[src/rtl/instruction_memory_if.sv]
// Fetch port between the PC stage and the instruction ROM.
// master drives PC; slave returns the registered word and PC + 4.
interface instruction_memory_if;
  logic [31:0] PC;
  logic [31:0] Instruction;
  logic [31:0] PC_Out;

  modport master (
    output PC,
    input  Instruction,
    input  PC_Out
  );

  modport slave (
    input  PC,
    output Instruction,
    output PC_Out
  );
endinterface

[src/rtl/instruction_memory.sv]
// Byte-addressed big-endian instruction ROM with one-cycle fetch.
// Registers the fetched word and the next sequential PC.
module instruction_memory #(
  parameter int MEM_BYTES = 64
) (
  input logic                  clk,
  input logic                  reset,
  instruction_memory_if.slave  bus
);

  localparam int AW = (MEM_BYTES > 1) ? $clog2(MEM_BYTES) : 1;
  localparam logic [32:0] LIMIT = 33'(MEM_BYTES);

  function automatic logic [31:0] image_word(input int unsigned w);
    case (w)
      0:       return 32'h00221820;
      1:       return 32'h00222022;
      2:       return 32'h00222824;
      3:       return 32'h00223025;
      4:       return 32'h0022382A;
      5:       return 32'h00224027;
      6:       return 32'h00644820;
      default: return 32'h00000000;
    endcase
  endfunction

  function automatic logic [7:0] image_byte(input int unsigned i);
    logic [31:0] w;
    w = image_word(i / 4);
    case (i % 4)
      0:       return w[31:24];
      1:       return w[23:16];
      2:       return w[15:8];
      default: return w[7:0];
    endcase
  endfunction

  // Image is constant, so it is present from elaboration and
  // no fetch address (even X/Z) can disturb it.
  logic [7:0] mem [MEM_BYTES];

  for (genvar g = 0; g < MEM_BYTES; g++) begin : g_rom
    assign mem[g] = image_byte(g);
  end

  logic [31:0]   addr;
  logic [AW-1:0] idx;
  logic          in_range;
  logic [31:0]   fetch_word;

  assign addr     = {bus.PC[31:2], 2'b00};
  assign idx      = addr[AW-1:0];
  assign in_range = ({1'b0, addr} + 33'd3) < LIMIT;

  always_comb begin
    fetch_word = 32'h0;
    if (in_range) begin
      fetch_word = {mem[idx],
                    mem[idx + AW'(1)],
                    mem[idx + AW'(2)],
                    mem[idx + AW'(3)]};
    end
  end

  always_ff @(posedge clk) begin
    if (reset) begin
      bus.Instruction <= 32'h0;
      bus.PC_Out      <= 32'h0;
    end else begin
      bus.Instruction <= fetch_word;
      bus.PC_Out      <= bus.PC + 32'd4;
    end
  end

endmodule

[src/flat_wrapper.sv]
// flat-port wrapper written by rule: the top's interface ports become plain ports
module instruction_memory_flat 
#(
  parameter int MEM_BYTES = 64
)
  (clk, reset, bus_PC, bus_Instruction, bus_PC_Out);
  instruction_memory_if bus_i ();
  input logic clk;
  input logic reset;
  input wire logic [$bits(bus_i.PC)-1:0] bus_PC;
  output wire logic [$bits(bus_i.Instruction)-1:0] bus_Instruction;
  output wire logic [$bits(bus_i.PC_Out)-1:0] bus_PC_Out;
  assign bus_i.PC = bus_PC;
  assign bus_Instruction = bus_i.Instruction;
  assign bus_PC_Out = bus_i.PC_Out;
  instruction_memory #(.MEM_BYTES(MEM_BYTES)) u_core (.clk(clk), .reset(reset), .bus(bus_i));
endmodule
[config.mk]
export PLATFORM = sky130hd
export DESIGN_NAME = instruction_memory_flat
export DESIGN_NICKNAME = d
export VERILOG_FILES = /design/src/rtl/instruction_memory_if.sv /design/src/rtl/instruction_memory.sv /design/src/flat_wrapper.sv
export SDC_FILE = /design/constraint.sdc
export NUM_CORES = 1
export LEC_CHECK = 0
export BUFFER_PORTS_ARGS = -buffer_cell sky130_fd_sc_hd__buf_2
export CAP_MARGIN = 30
export CORE_MARGIN = 1.5
export CORE_UTILIZATION = 50
export DETAILED_ROUTE_END_ITERATION = 7
export GPL_TIMING_DRIVEN = 0
export PLACE_DENSITY = 0.9
export SLEW_MARGIN = 10
export SYNTH_ARGS = -nofsm -noshare
export SYNTH_HDL_FRONTEND = slang
export SYNTH_SLANG_ARGS = --single-unit
[constraint.sdc]
create_clock -name clk -period 5.6 [get_ports clk]
set_clock_uncertainty 0.1 [all_clocks]
set_input_delay 0.28 -clock clk [delete_from_list [all_inputs] [get_ports clk]]
set_output_delay 0.28 -clock clk [all_outputs]
set_load 0.005 [all_outputs]
==> results.sh, run 1 <==
export IMPL_status="complete, no violations"
export IMPL_postRouteWirelength_um=5000
export IMPL_drt_pass1_iter_count=4
export IMPL_route_detailed_wl_per_inst_um=12.7
export IMPL_edff_count_synth=0
export IMPL_cts_reportedPaths_clkPinSlew_ps=80
export IMPL_crit_chain="buf_2 -> ha_1 -> nand2_1 -> or4_1 -> clkbuf_1 -> or4_1 -> a21oi_1"
export IMPL_critPathLaunchType="input pin"
export IMPL_number_of_antenna_violations_at_the_first_check_in_global_routing=0
export IMPL_die_extent_in_y_um=67.2
export IMPL_placeableCoreArea_um2=3970
export IMPL_critPathMaxFanout=10
export IMPL_dp_hpwl_um=3800
export IMPL_final_max_slew_violation_count=0
export IMPL_cp_data_arrival_time_ps=2190
export IMPL_synth_lib_cells_used_distinct=27
export IMPL_tritoncts_num_buffers=5
export IMPL_cp_num_buf_inv=2
export IMPL_synthesis_area_per_instance_um2=8.52
export IMPL_buffers_from_clock_root_to_sink_at_most=2
export IMPL_cp_required_ps=5720
export IMPL_critPathTopFamily="simple AND/OR/NAND/NOR gates"
export IMPL_dr_total_vias=2067
export IMPL_drt_iter0_drc=148
export IMPL_hp_class="in2reg"
export IMPL_power_density_nw_per_um2=226
export IMPL_place_gp_congestion=0.840
export IMPL_fmax_ghz=0.482
export IMPL_synth_seq_cells=43
export IMPL_synth_warning_count=0
export IMPL_ys_async_sr_fraction=0
export IMPL_grt_start_max_net_pins=14
export IMPL_grt_pass1_wl_um=7680
export IMPL_final_setup_viol_count=0
export IMPL_synth_flop_cell="sky130_fd_sc_hd__dfxtp_1"
export IMPL_crit_path_end_kind="flip-flop"
export IMPL_vdd_ir_drop_worst_v=0.000105
export IMPL_synth_yosys_seq_area_share=0.418
export IMPL_crit_top_cell="sky130_fd_sc_hd__or4_1"
export IMPL_via_count_of_the_first_global_routing_pass=1818
export IMPL_tritoncts="yes"
export IMPL_layout_area_overhead_vs_synth_pct=28.9
export IMPL_cpMaxStageDelayCell="sky130_fd_sc_hd__or4_1"
export IMPL_cts_root_buf="sky130_fd_sc_hd__clkbuf_8"
export IMPL_netlist_area_um2=2060
export IMPL_report_power_total_w=0.000601
export IMPL_dieWidth_um=67.2
export IMPL_rsz0062_at_grt="false"
export IMPL_post_route_period_util=0.371
export IMPL_io_buffers=76
export IMPL_maxCapViolations=0
export IMPL_hold_violations=0
export IMPL_initial_utilization=0.519
export IMPL_fill_cell_instance_count_of_the_final_layout=336
export IMPL_synth_cells=242
export IMPL_die_area_um2=4520
export IMPL_num_io_pins=98
export IMPL_nets=382
export IMPL_leakagePower_nw=1.21
export IMPL_largest_incremental_delay_on_the_critical_path_ps=540
export IMPL_grt_total_usage=0.221
export IMPL_setup_worst_path_class="in2reg"
export IMPL_timing_worst_slew_pin_value_ps=524
export IMPL_num_antenna_cells=0
export IMPL_fin_tns_setup_ps=0
export IMPL_timing_hold_ws_ps=108
export IMPL_detail_route_vias_per_cell=5.25
export IMPL_final_layout_size_suffix_gt1_frac=0.317
export IMPL_timing_slew_headroom=0.651
export IMPL_rows=23
export IMPL_tritoncts_num_sinks=43
export IMPL_postCtsResizedCells=0
export IMPL_finalCriticalPeriod_ps=2080
export IMPL_cts_hold_buf=0
export IMPL_postCtsSetupRepairBufs=0
export IMPL_htreeDepth=2
export IMPL_drc_errors=0
export IMPL_ant_nets=0
export IMPL_global_route_overflow_total=0
==> Yosys cell counts (5+ instances only) <==
cell	instances	area, µm²
sky130_fd_sc_hd__dfxtp_1	43	861
sky130_fd_sc_hd__a21oi_1	25	125
sky130_fd_sc_hd__buf_4	21	158
sky130_fd_sc_hd__nand2_1	17	63.8
sky130_fd_sc_hd__nor2_1	17	63.8
sky130_fd_sc_hd__or4_1	16	120
sky130_fd_sc_hd__o31ai_1	12	90.1
sky130_fd_sc_hd__nand3_1	11	55.1
sky130_fd_sc_hd__clkbuf_1	10	37.5
sky130_fd_sc_hd__nor4_1	10	62.6
sky130_fd_sc_hd__or3_1	9	56.3
sky130_fd_sc_hd__o21ai_0	7	35.0
sky130_fd_sc_hd__xnor2_1	7	61.3
sky130_fd_sc_hd__ha_1	5	62.6
sky130_fd_sc_hd__nor2b_1	5	31.3
==> layout by cell type, fill, tap and decap left out, types with 9 or more instances in the layout <==
master and instances:
sky130_fd_sc_hd__a21oi_1 25, sky130_fd_sc_hd__buf_4 21, sky130_fd_sc_hd__or3_1 9, sky130_fd_sc_hd__buf_2 78, sky130_fd_sc_hd__nor2_1 17, sky130_fd_sc_hd__clkbuf_1 11
sky130_fd_sc_hd__or4_1 16, sky130_fd_sc_hd__nand2_1 17, sky130_fd_sc_hd__o31ai_1 12, sky130_fd_sc_hd__nor4_1 10, sky130_fd_sc_hd__nand3_1 11, sky130_fd_sc_hd__conb_1 19
sky130_fd_sc_hd__dfxtp_1 43
==> cell type report <==
cell class / count / area [µm²] / share of cell area
inverters: 4 / 15.0 / 0.00565
well taps: 50 / 62.6 / 0.0236
repair buffers: 76 / 380 / 0.143
flip-flops and latches: 43 / 861 / 0.324
clock buffers: 6 / 72.6 / 0.0273
clock inverters: 2 / 12.5 / 0.00471
plain buffers: 34 / 216 / 0.0815
multi-input cells: 179 / 1040 / 0.390
==> metal layers <==
metal  up-vias  track usage  routed length, µm
met5         -            0                  0
met4         0       0.0740                 57
met3         8       0.0633                450
met2       100        0.392               2490
met1       930        0.254               2000
li1       1029            -                  -
==> power by group <==
part / internal, W / switching [W] / total (W) / leakage, nW
combinational: 0.0000397 / 0.0000496 / 0.0000892 / 0.815
sequential: 0.000318 / 0.00000272 / 0.000321 / 0.355
clock: 0.0000872 / 0.000103 / 0.000190 / 0.0412
total: 0.000445 / 0.000155 / 0.000600 / 1.21
==> state kept, by name, indices dropped and copies added, names as in the netlist <==
signal and cells:
u_core.bus.PC_Out 32, u_core.bus.Instruction 11
==> logic make-up (layout without fill, tap and decap cells) <==
group | count (synthesis) | after routing | share of synthesized area
AO/OA/AOI/OAI | 44 | 44 | 0.121
XOR/XNOR | 8 | 8 | 0.0340
buffers and inverters | 38 | 122 | 0.112
multiplexers | 1 | 1 | 0.00546
AND/OR/NAND/NOR | 102 | 102 | 0.277
flip-flops | 43 | 43 | 0.418
adder cells (fa/ha/maj) | 5 | 5 | 0.0304
other | 1 | 19 | 0.00182
==> metrics by stage <==
step | cell area (µm²) | utilization | instances | setup slack (ps)
CTS | 2660 | 0.669 | 394 | 3540
floorplan | 2130 | - | 260 | 3590
global route | 2660 | 0.669 | 394 | 3410
global placement | 2570 | 0.647 | 386 | 3310
detailed placement | 2570 | 0.647 | 386 | 3250
finish | 2660 | 0.669 | 394 | 3520
==> path summary, 6_finish.rpt <==
| check | from | slack (ps) | to | depth (start not counted) |
|---|---|---|---|---|
| worst max-delay path | bus_PC[2] | 3520 | u_core.bus.PC_Out[26] | 7 |
| worst min-delay path | bus_PC[1] | 110 | u_core.bus.PC_Out[1] | 2 |
(Power assumes the default switching activity.)
==> run 2: changes to the inputs <==
--- a/config.mk
+++ b/config.mk
@@ -8,10 +8,10 @@
 export BUFFER_PORTS_ARGS = -buffer_cell sky130_fd_sc_hd__buf_2
 export CAP_MARGIN = 30
 export CORE_MARGIN = 1.5
-export CORE_UTILIZATION = 50
+export CORE_UTILIZATION = 46
 export DETAILED_ROUTE_END_ITERATION = 7
 export GPL_TIMING_DRIVEN = 0
-export PLACE_DENSITY = 0.9
+export PLACE_DENSITY = 0.84
 export SLEW_MARGIN = 10
 export SYNTH_ARGS = -nofsm -noshare
 export SYNTH_HDL_FRONTEND = slang
==> constraint.sdc (replaced) <==
create_clock -name clk -period 2.15 [get_ports clk]
set_clock_uncertainty 0.1 [all_clocks]
set_input_delay 0.1075 -clock clk [delete_from_list [all_inputs] [get_ports clk]]
set_output_delay 0.1075 -clock clk [all_outputs]
set_load 0.005 [all_outputs]
==> run 2 against run 1 <==
Against the previous run: largest power group unchanged; global-route usage decreased by 0.71 points; utilization decreased by 3.1 points; largest cell class unchanged; critical endpoint unchanged; sequential power increased to 2.6 times the previous value.
==> results.sh, run 2 (synthesis results as in run 1) <==
export IMPL_placeableCoreArea_um2=4320
export IMPL_cellInternalPower_w=0.00129
export IMPL_initial_utilization=0.477
export IMPL_ant_nets=0
export IMPL_cp_data_arrival_time_ps=2010
export IMPL_power_frac_seq=0.490
export IMPL_cp_required_ps=2270
export IMPL_drc_errors=0
export IMPL_layout_area_overhead_vs_synth_pct=33.8
export IMPL_postRouteWirelength_um=5200
export IMPL_dr_total_vias=2107
export IMPL_drt_iter0_drc=159
export IMPL_num_antenna_cells=0
export IMPL_largest_reg_flops=32
export IMPL_hp_class="in2reg"
export IMPL_final_cell_count_no_fill=403
export IMPL_post_place_cells=388
export IMPL_num_io_pins=98
export IMPL_grt_pass1_wl_um=8470
export IMPL_nets=389
export IMPL_drt_pass1_iter_count=4
export IMPL_detail_route_vias_per_cell=5.23
export IMPL_fin_tns_setup_ps=0
export IMPL_hold_violations=0
export IMPL_status="complete, no violations"
export IMPL_buffers_from_clock_root_to_sink_at_most=2
export IMPL_cts_reportedPaths_clkPinSlew_ps=80
export IMPL_grt_start_max_net_pins=15
export IMPL_cts_root_buf="sky130_fd_sc_hd__clkbuf_8"
export IMPL_largest_registers="u_core.bus.PC_Out (32), u_core.bus.Instruction (11)"
export IMPL_place_gp_congestion=0.873
export IMPL_net_switching_power_w=0.000421
export IMPL_vdd_ir_drop_worst_v=0.000322
export IMPL_fill_cell_instance_count_of_the_final_layout=387
export IMPL_critPathMaxFanout=10
export IMPL_clkPwrFrac=0.367
export IMPL_leakagePower_nw=1.26
export IMPL_global_route_overflow_total=0
export IMPL_crit_path_end_kind="flip-flop"
export IMPL_critPathLaunchType="input pin"
export IMPL_finalCriticalPeriod_ps=1890
export IMPL_rows=24
export IMPL_die_extent_in_y_um=69.9
export IMPL_rsz0062_at_grt="false"
export IMPL_multiInputGateArea_um2=1040
export IMPL_sequential_cell_area_um2=861
export IMPL_setup_worst_path_class="in2reg"
export IMPL_mostFrequentLayoutCell="sky130_fd_sc_hd__buf_2"
export IMPL_comb_power_share=0.143
export IMPL_power_density_nw_per_um2=619
export IMPL_timing_worst_slew_pin_value_ps=520
export IMPL_tritoncts_num_sinks=43
export IMPL_final_layout_size_suffix_gt1_frac=0.313
export IMPL_io_buffers=76
export IMPL_number_of_antenna_violations_at_the_first_check_in_global_routing=0
export IMPL_tritoncts="yes"
export IMPL_grt_total_usage=0.214
export IMPL_maxCapViolations=0
export IMPL_htreeDepth=2
export IMPL_most_common_layout_cells="sky130_fd_sc_hd__buf_2 (78), sky130_fd_sc_hd__dfxtp_1 (43), sky130_fd_sc_hd__a21oi_1 (25)"
export IMPL_final_max_slew_violation_count=0
export IMPL_timing_slew_headroom=0.653
export IMPL_die_area_um2=4890
export IMPL_report_power_total_w=0.00171
export IMPL_via_count_of_the_first_global_routing_pass=1956
export IMPL_route_detailed_wl_per_inst_um=12.9
export IMPL_utilization=0.637
export IMPL_largest_register="u_core.bus.PC_Out"
export IMPL_tritoncts_num_buffers=5
export IMPL_dieWidth_um=69.9
export IMPL_post_route_period_util=0.879
export IMPL_fmax_ghz=0.529
export IMPL_dp_hpwl_um=3850
export IMPL_p_sw_frac=0.246
export IMPL_final_setup_viol_count=0
run 2: area by class of cell:
cell class                 instances  share of cell area
clock buffer                       5              0.0250
inverter                           4             0.00545
multi-input combinational        179               0.376
tap                               52              0.0236
buffer                            34              0.0785
clock inverter                     3              0.0159
sequential                        43               0.312
timing repair buffer              83               0.163
run 2: stage by stage:
stage	instance area (µm²)	worst slack [ps]	hold slack, ps
2_1_floorplan	2130	309	79.9
3_3_place_gp	2570	11.2	220
3_5_place_dp	2570	-37.8	221
4_1_cts	2760	265	2.50
5_1_grt	2760	113	9.24
6_report	2760	260	9.09
run 2: critical path, cell delays in order:
cell,delay (ps)
sky130_fd_sc_hd__buf_2,190
sky130_fd_sc_hd__ha_1,240
sky130_fd_sc_hd__nand2_1,150
sky130_fd_sc_hd__or4_1,520
sky130_fd_sc_hd__clkbuf_1,190
sky130_fd_sc_hd__or4_1,430
sky130_fd_sc_hd__a21oi_1,180
run 2: power groups by stage:
stage | Clock [W] | Sequential [W] | Combinational, W
after global routing | 0.000661 | 0.000840 | 0.000270
after global placement | 0 | 0.000854 | 0.000223
after CTS | 0.000634 | 0.000837 | 0.000241
after floorplan | 0 | 0.000861 | 0.000112
after detailed placement | 0 | 0.000856 | 0.000230
final | 0.000627 | 0.000837 | 0.000244
run 2: what timing repair did:
| item | 4_1_cts | 5_1_grt |
|---|---|---|
| gates resized for setup | 0 | 0 |
| hold buffers | 7 | 0 |
| buffers inserted | 0 | 0 |
| endpoints found under the hold margin | 7 | 0 |
run 2: layer usage:
metal / track usage / vias to the layer above / share of wire
met5: 0 / - / 0
met4: 0.0726 / 0 / 0.020
met3: 0.0635 / 10 / 0.091
met2: 0.383 / 115 / 0.49
met1: 0.241 / 934 / 0.40
li1: - / 1048 / -
run 2: final timing paths:
| kind | start | to | cells after the start |
|---|---|---|---|
| setup / recovery | bus_PC[2] | u_core.bus.PC_Out[26] | 7 |
| hold / removal | bus_PC[21] | u_core.bus.PC_Out[21] | 3 |
